--- src/rtl/evm_ballot_unit.sv ---
// Electronic-voting tally: poll FSM, per-candidate saturating counters, multi-button
// rejection and a sequential winner/tie scan. Define EVM_SYNC_EN for a 2-flop vote synchroniser.
module evm_ballot_cnt #(
    parameter int W = 8
) (
    input  logic         clk,
    input  logic         rst_n,
    input  logic         clr_i,
    input  logic         inc_i,
    output logic [W-1:0] cnt_o
);
    logic [W-1:0] cnt_q, cnt_d;

    always_comb begin
        cnt_d = cnt_q;
        if (clr_i)
            cnt_d = '0;
        else if (inc_i && (cnt_q != {W{1'b1}}))
            cnt_d = cnt_q + 1'b1;
    end

    always_ff @(posedge clk or negedge rst_n) begin
        if (!rst_n) cnt_q <= '0;
        else        cnt_q <= cnt_d;
    end

    assign cnt_o = cnt_q;
endmodule

module evm_ballot_unit #(
    parameter int N_CAND = 4,
    parameter int CNT_W  = 8
) (
    input  logic                       clk,
    input  logic                       reset,
    input  logic                       open_poll,
    input  logic                       close_poll,
    input  logic                       voter_en,
    input  logic [N_CAND-1:0]          vote,
    output logic [N_CAND*CNT_W-1:0]    counts,
    output logic [CNT_W-1:0]           invalid_cnt,
    output logic [1:0]                 state,
    output logic                       ballot_ready,
    output logic                       vote_ack,
    output logic                       vote_rej,
    output logic [$clog2(N_CAND)-1:0]  winner,
    output logic                       tie,
    output logic                       result_valid
);
    localparam int IDX_W = $clog2(N_CAND);

    typedef enum logic [1:0] {
        S_IDLE   = 2'd0,
        S_OPEN   = 2'd1,
        S_ARMED  = 2'd2,
        S_CLOSED = 2'd3
    } state_e;

    state_e                          state_q, state_d;
    logic [N_CAND-1:0]               vin, vote_q, rise;
    logic [N_CAND-1:0][CNT_W-1:0]    cnt;
    logic                            clr, ballot, one_hot, valid_vote, bad_vote;
    logic                            ack_q, rej_q;
    logic [IDX_W-1:0]                scan_q, scan_d, win_q, win_d;
    logic [CNT_W-1:0]                max_q, max_d, cur;
    logic                            tie_q, tie_d, rv_q, rv_d;

`ifdef EVM_SYNC_EN
    logic [N_CAND-1:0] sync1_q, sync2_q;
    always_ff @(posedge clk or negedge reset) begin
        if (!reset) begin
            sync1_q <= '0;
            sync2_q <= '0;
        end else begin
            sync1_q <= vote;
            sync2_q <= sync1_q;
        end
    end
    assign vin = sync2_q;
`else
    assign vin = vote;
`endif

    // Edge history runs in every state so a button held across arming never counts.
    always_ff @(posedge clk or negedge reset) begin
        if (!reset) vote_q <= '0;
        else        vote_q <= vin;
    end

    assign rise    = vin & ~vote_q;
    assign one_hot = (vin != '0) && ((vin & (vin - 1'b1)) == '0);

    always_comb begin
        state_d = state_q;
        clr     = 1'b0;
        ballot  = 1'b0;
        case (state_q)
            S_IDLE:   if (open_poll) begin clr = 1'b1; state_d = S_OPEN; end
            S_OPEN:   if (close_poll) state_d = S_CLOSED;
                      else if (voter_en) state_d = S_ARMED;
            S_ARMED:  if (close_poll) state_d = S_CLOSED;
                      else if (rise != '0) begin ballot = 1'b1; state_d = S_OPEN; end
            S_CLOSED: if (open_poll) begin clr = 1'b1; state_d = S_OPEN; end
            default:  state_d = S_IDLE;
        endcase
    end

    assign valid_vote = ballot & one_hot;
    assign bad_vote   = ballot & ~one_hot;

    for (genvar i = 0; i < N_CAND; i++) begin : g_lane
        evm_ballot_cnt #(.W(CNT_W)) u_cnt (
            .clk   (clk),
            .rst_n (reset),
            .clr_i (clr),
            .inc_i (valid_vote & vin[i]),
            .cnt_o (cnt[i])
        );
    end

    evm_ballot_cnt #(.W(CNT_W)) u_invalid (
        .clk   (clk),
        .rst_n (reset),
        .clr_i (clr),
        .inc_i (bad_vote),
        .cnt_o (invalid_cnt)
    );

    // One candidate per cycle; strict '>' keeps the lowest index on equal counts.
    always_comb begin
        scan_d = scan_q;
        max_d  = max_q;
        win_d  = win_q;
        tie_d  = tie_q;
        rv_d   = rv_q;
        cur    = cnt[scan_q];
        if (clr) begin
            scan_d = '0;
            max_d  = '0;
            win_d  = '0;
            tie_d  = 1'b0;
            rv_d   = 1'b0;
        end else if (state_q == S_CLOSED && !rv_q) begin
            if (scan_q == '0) begin
                max_d = cur;
                win_d = '0;
                tie_d = 1'b0;
            end else if (cur > max_q) begin
                max_d = cur;
                win_d = scan_q;
                tie_d = 1'b0;
            end else if (cur == max_q) begin
                tie_d = 1'b1;
            end
            if (scan_q == IDX_W'(N_CAND - 1)) rv_d = 1'b1;
            else                              scan_d = scan_q + 1'b1;
        end
    end

    always_ff @(posedge clk or negedge reset) begin
        if (!reset) begin
            state_q <= S_IDLE;
            ack_q   <= 1'b0;
            rej_q   <= 1'b0;
            scan_q  <= '0;
            max_q   <= '0;
            win_q   <= '0;
            tie_q   <= 1'b0;
            rv_q    <= 1'b0;
        end else begin
            state_q <= state_d;
            ack_q   <= valid_vote;
            rej_q   <= bad_vote;
            scan_q  <= scan_d;
            max_q   <= max_d;
            win_q   <= win_d;
            tie_q   <= tie_d;
            rv_q    <= rv_d;
        end
    end

    assign counts       = cnt;
    assign state        = state_q;
    assign ballot_ready = (state_q == S_ARMED);
    assign vote_ack     = ack_q;
    assign vote_rej     = rej_q;
    assign winner       = win_q;
    assign tie          = tie_q;
    assign result_valid = rv_q;
endmodule

--- config.mk ---
export PLATFORM = sky130hd
export DESIGN_NAME = evm_ballot_unit
export DESIGN_NICKNAME = d
export VERILOG_FILES = /design/src/rtl/evm_ballot_unit.sv
export SDC_FILE = /design/constraint.sdc
export NUM_CORES = 1
export LEC_CHECK = 0
export CAP_MARGIN = 10
export CORE_UTILIZATION = 30
export DETAILED_ROUTE_END_ITERATION = 8
export GPL_TIMING_DRIVEN = 0
export SYNTH_ARGS = -nofsm -noshare
export SYNTH_HDL_FRONTEND = slang
export SYNTH_SLANG_ARGS = --single-unit
--- constraint.sdc ---
create_clock -name clk -period 5.1 [get_ports clk]
set_input_delay 1.02 -clock clk [delete_from_list [all_inputs] [get_ports clk]]
set_output_delay 1.02 -clock clk [all_outputs]
set_load 0.01 [all_outputs]
[Yosys cells after proc, flatten, opt, wreduce, memory -nomap -nowiden]
Cells that the tools add are included.
Cells by class
  add/subtract/negate cells: 7
  $lt $le $gt $ge: 2
  eq/ne operators: 14
  mux-type cells: 42
  bitwise logic cells: 10
  reduce and logical (&&, ||, !) cells: 28
Operators by type and width (count)
  $mux 8: 15
  $add 8x1->8 const B: 5
  $ne 8x8->1 const B: 5
  $mux 2: 12
  $bmux 8 s2: 1
  $reduce_bool 2->1: 7
  $mux 1: 13
  $reduce_bool 4->1: 3
  $and 4x4->4: 2
  $eq 8x8->1: 1
  $gt 8x8->1: 1
  $reduce_and 2->1: 4
  $logic_and 1x1->1: 7
  $and 1x1->1: 6
  $eq 2x2->1 const B: 3
  $pmux 2 s3: 1
  $logic_not 2->1: 2
  $logic_not 4->1: 1
  $not 4->4: 1
  $sub 4x1->4 const B: 1
  $lt 2x3->1 const B: 1
  $ne 3x2->1 const B: 1
  $ne 3x3->1 const B: 1
  $reduce_and 3->1: 1
  other kinds (8): 8
Word-level totals
  register bits: 62
  input bits: 9
  logic and storage cells: 117

[Logic depth before layout (Yosys ltp)]
  word-level depth: 11
  gate-level depth with buffers: 11
  mapped depth without buffers: 9

[Hierarchy]
Synthesis repeated with hierarchy kept, for this count alone.
Unflattened totals
  cell total of the unflattened synthesis: 384
  area total of the unflattened synthesis: 3744.8 um^2
Modules (own cells, without submodules)
  evm_ballot_cnt: instances 5, cells each 49, area each 464.2 um^2, seq. area each 200.2 um^2
  evm_ballot_unit: instances 1, cells each 139, area each 1423.9 um^2, seq. area each 550.5 um^2

[Least setup slack after synthesis]
Ideal clock, no wire load.
  path type: reg2reg
  start point: register scan_q[0]
  end point: register win_q[1] (netlist: winner[1])
  setup time: 0.110 ns
  arrival: 2.714 ns
  slack: 2.276 ns
  stages on the path, launching flop included: 11
  buffers on the path: 2
  clock period less this slack: 2.824 ns
  path through: dfrtp_1 > clkbuf_1 > mux4_2 > ha_1 > nand2_1 > o21bai_1 > a21oi_1 > o21a_1 > clkbuf_1 > nand2_1 > o41ai_1
On the way
  cells in the longest elaborated chain, start to end: 5
RTL lines
  start: declaration: RTL line 64  | logic [IDX_W-1:0] scan_q, scan_d, win_q, win_d;
  start signal: assignment: RTL line 174  | scan_q <= scan_d;
  $bmux 8 s2: RTL line 136  | cur = cnt[scan_q];
  $mux 8 (implied by the code): RTL line 136
  $gt 8x8->1: RTL line 148  | end else if (cur > max_q) begin
  $reduce_bool 3->1 (no source line)
  $reduce_and 2->1 (no source line)
  end signal: assignment: RTL line 176  | win_q <= win_d;
  end: declaration: RTL line 64
Several ways; a longest one is shown, not always the timed one. The select of a mux whose other input is x is not followed.
A chain may end at the register's enable or synchronous reset.

[Worst setup path in the final report]
  start point: register scan_q[0]
  end point: register win_q[0] (netlist: winner[0])
The elaborated chain is that of the path after synthesis.

==> impl_results.md <==
- Power Internal: 1.04 mW
- N_diodes: 0
- Sequence of cells on the critical path: clkbuf_1 -> mux4_2 -> ha_1 -> nand2_1 -> o21bai_1 -> a21oi_1 -> o21a_1 -> clkbuf_1 -> nand2_1 -> o41ai_1
- Core area: 11400 um^2
- Final Cell Area: 4510 um^2
- Clk sink count: 62
- Leakage Power: 1.89 nW
- Routed WL: 8620 um
- Comb pwr share: 31.3%
- Drt pass-1 iters: 6
- WP data arrival: 3.44 ns
- Root cell of the clock tree: clkbuf_16
- Unrepaired setup endpoints after global routing: no
- Via density per instance: 5.02
- Synth Instances: 347
- Count of flip-flops with a built-in enable after synthesis: 0
- CP max stage cell: mux4_2
- GRT Overall Usage: 15.9%
- Setup WS pre-CTS: 1.58 ns
- Postcts setup bufs: 0
- Clock Skew: 0.00583 ns
- Final setup viols: 0
- First-pass GRT wire length: 14600 um
- Pwr Density: 353 nW/um^2
- Critical path's largest stage delay: 0.62 ns
- Data required time of the critical path: 5.31 ns
- Routability congestion estimate from global placement: 0.783
- Post-Syn Area: 3500 um^2
- Worst slew margin: 41.9%
- Area of the die: 12100 um^2
- Worst-margin pin slew: 0.869 ns
- Top-count cell post-synth: dfrtp_1
- Clk network pwr share: 33.1%
- Post-synth cell types: 46
- Power share of the sequential group: 35.7%
- CP Capture Type: register
- Initial antenna violation count: 0
- Buffers on Ports: 57
- NetSw: 0.550 mW
- Peak supply drop: 179 uV
- Worst Path Max Fanout: 10
- Final Power: 1.59 mW
- Wirelength per Cell: 15.3 um
- Fin worst setup slack: 1.87 ns
- Sw frac: 34.6%
- Top cells by count, synth: dfrtp_1, nor2_1, nand2_1, xor2_1
- PostCTS Resize Cnt: 0
- Htree depth: 3
- Final hold violation count: 0
- Hpwl dp: 6480 um
- NumNets Final: 442
- Worst min path class: register to register
- Die width: 110 um
- Clock Path Buffers: 2
- Setup Total Neg Slack: 0 ns
- Syn Nets: 374
- Yosys top cell area share: 44.3%
- Ys async rst share: 100%
- DRC: 0
- Final core occ: 39.5%
- TritonCTS Buffers: 9
- Placed cells: 547
- Footprint of the multi-input gates: 1820 um^2
- Post-Syn Area per Cell: 10.1 um^2
- Seq/Total Area, Yosys: 44.3%
- P&R area growth vs syn: 28.6%
- Run status: finished, final reports clean
- Syn. warnings: 0
- Maxcap violations: 0
- Layout cells sized above 1: 8.59%
- Placed Area: 4250 um^2
- Fmax: 309 MHz
- #FFs+latches synth: 62
- Crit Path Category: register to register
- Initial Util: 30.7%
- Final worst path period share: 63.4%
- # rows: 39
- Setup slack, reg-to-reg: 1.87 ns
- Fillers: 1177
- Worst hold slack: 0.541 ns
- Iter 0 DRT Violations: 110
- Max Slew Vio Count: 0
- Clock Latency Late Sink: 0.32 ns
- Pin count of the biggest net entering global routing: 63
- Grt total ovfl: 0
- Vias: 2820
- Die Ht: 110 um
- Number of global-route vias before repair: 2902
- I/O pin total: 58
- Register area: 1550 um^2
- Type of origin of the critical path: register
- Post-route non-filler standard cell count: 562
- CTS tree: yes
- Reg clk slew, reported paths: 0.05 ns
- DRT antenna net count: 0
- Most common flop cell mapped by yosys: dfrtp_1
- Tmin final: 3.23 ns
- Synth area leader: dfrtp_1
- Area contributors post-synth: dfrtp_1, ha_1, xor2_1, mux4_2, nor2_1
- # hold bufs at CTS: 0
[final timing paths]
| kind | startpoint | to | cells past startpoint |
|---|---|---|---|
| min in group asynchronous | reset | g_lane[2].u_cnt.cnt_o[0] | 1 |
| setup reg to reg | scan_q[0] | winner[0] | 10 |
| setup / recovery | scan_q[0] | winner[0] | 10 |
| hold reg to reg | tie | tie | 2 |
| max in group asynchronous | reset | state[1] | 1 |
| hold / removal | tie | tie | 2 |
[state kept, by name, indices dropped and copies added (netlist names)]
register            flops
g_lane.u_cnt.cnt_o     32
result_valid            1
winner                  2
max_q                   8
vote_q                  4
state                   2
tie                     1
scan_q                  2
vote_ack                1
vote_rej                1
u_invalid.cnt_o         8
[cells in the final DEF (no fill, tap or decap), drive strengths merged, types with 4 or more instances in the layout]
| cell | count |
|---|---|
| clkdlybuf4s50 | 56 |
| clkbuf | 22 |
| or3 | 4 |
| o21ai | 18 |
| xnor2 | 12 |
| and2b | 5 |
| nand2 | 25 |
| nor2 | 46 |
| xor2 | 21 |
| mux4 | 8 |
| dfrtp | 62 |
| nor4 | 6 |
| ha | 18 |
| inv | 16 |
| clkinv | 4 |
| nand4 | 13 |
| nor3 | 6 |
| and3 | 7 |
| mux2i | 5 |
| a21oi | 18 |
| nand3 | 15 |
| nor2b | 4 |
[power by group through the flow]
| stage | Combinational [mW] | Clock, mW | Sequential, mW |
|---|---|---|---|
| after floorplan | 0.310 | 0 | 0.581 |
| after global placement | 0.498 | 0 | 0.574 |
| after detailed placement | 0.505 | 0 | 0.576 |
| after CTS | 0.507 | 0.535 | 0.568 |
| after global routing | 0.556 | 0.559 | 0.574 |
| final | 0.497 | 0.526 | 0.567 |
[kinds of logic (layout without fill, tap and decap cells)]
kind of cell	count (synthesis)	in the layout	synth area share, %
AO/OA/AOI/OAI	51	51	9.28
XOR/XNOR	33	33	8.25
adder cells (fa/ha/maj)	18	18	6.43
buffers and inverters	30	102	3.75
flip-flops	62	62	44.3
multiplexers	13	13	6.57
AND/OR/NAND/NOR	140	140	21.5
[critical path, delay by kind of cell, from the launching register on]
| kind | cells | cell delay (ns) |
|---|---|---|
| muxes | 1 | 0.62 |
| adders and majority gates | 1 | 0.31 |
| AOI/OAI and AO/OA | 4 | 0.75 |
| and+or+nand+nor | 2 | 0.22 |
| DFF | 1 | 0.34 |
| buffers and inverters | 2 | 0.88 |
[area by class of cell]
cell class,instances,area share [%]
multi-input cells,255,40.4
flip-flops and latches,62,34.4
repair buffers,57,12.6
clock buffers,10,5.08
well taps,143,3.97
plain buffers,14,1.58
inverters,16,1.33
clock inverters,5,0.611
[routing by layer]
metal	routed length, um	up-vias	track usage (%)
li1	-	1366	-
met1	3830	1370	20.4
met2	4220	68	25.4
met3	358	16	3.06
met4	203	0	7.90
met5	0	-	0
Power figures use the tool's default switching activity.
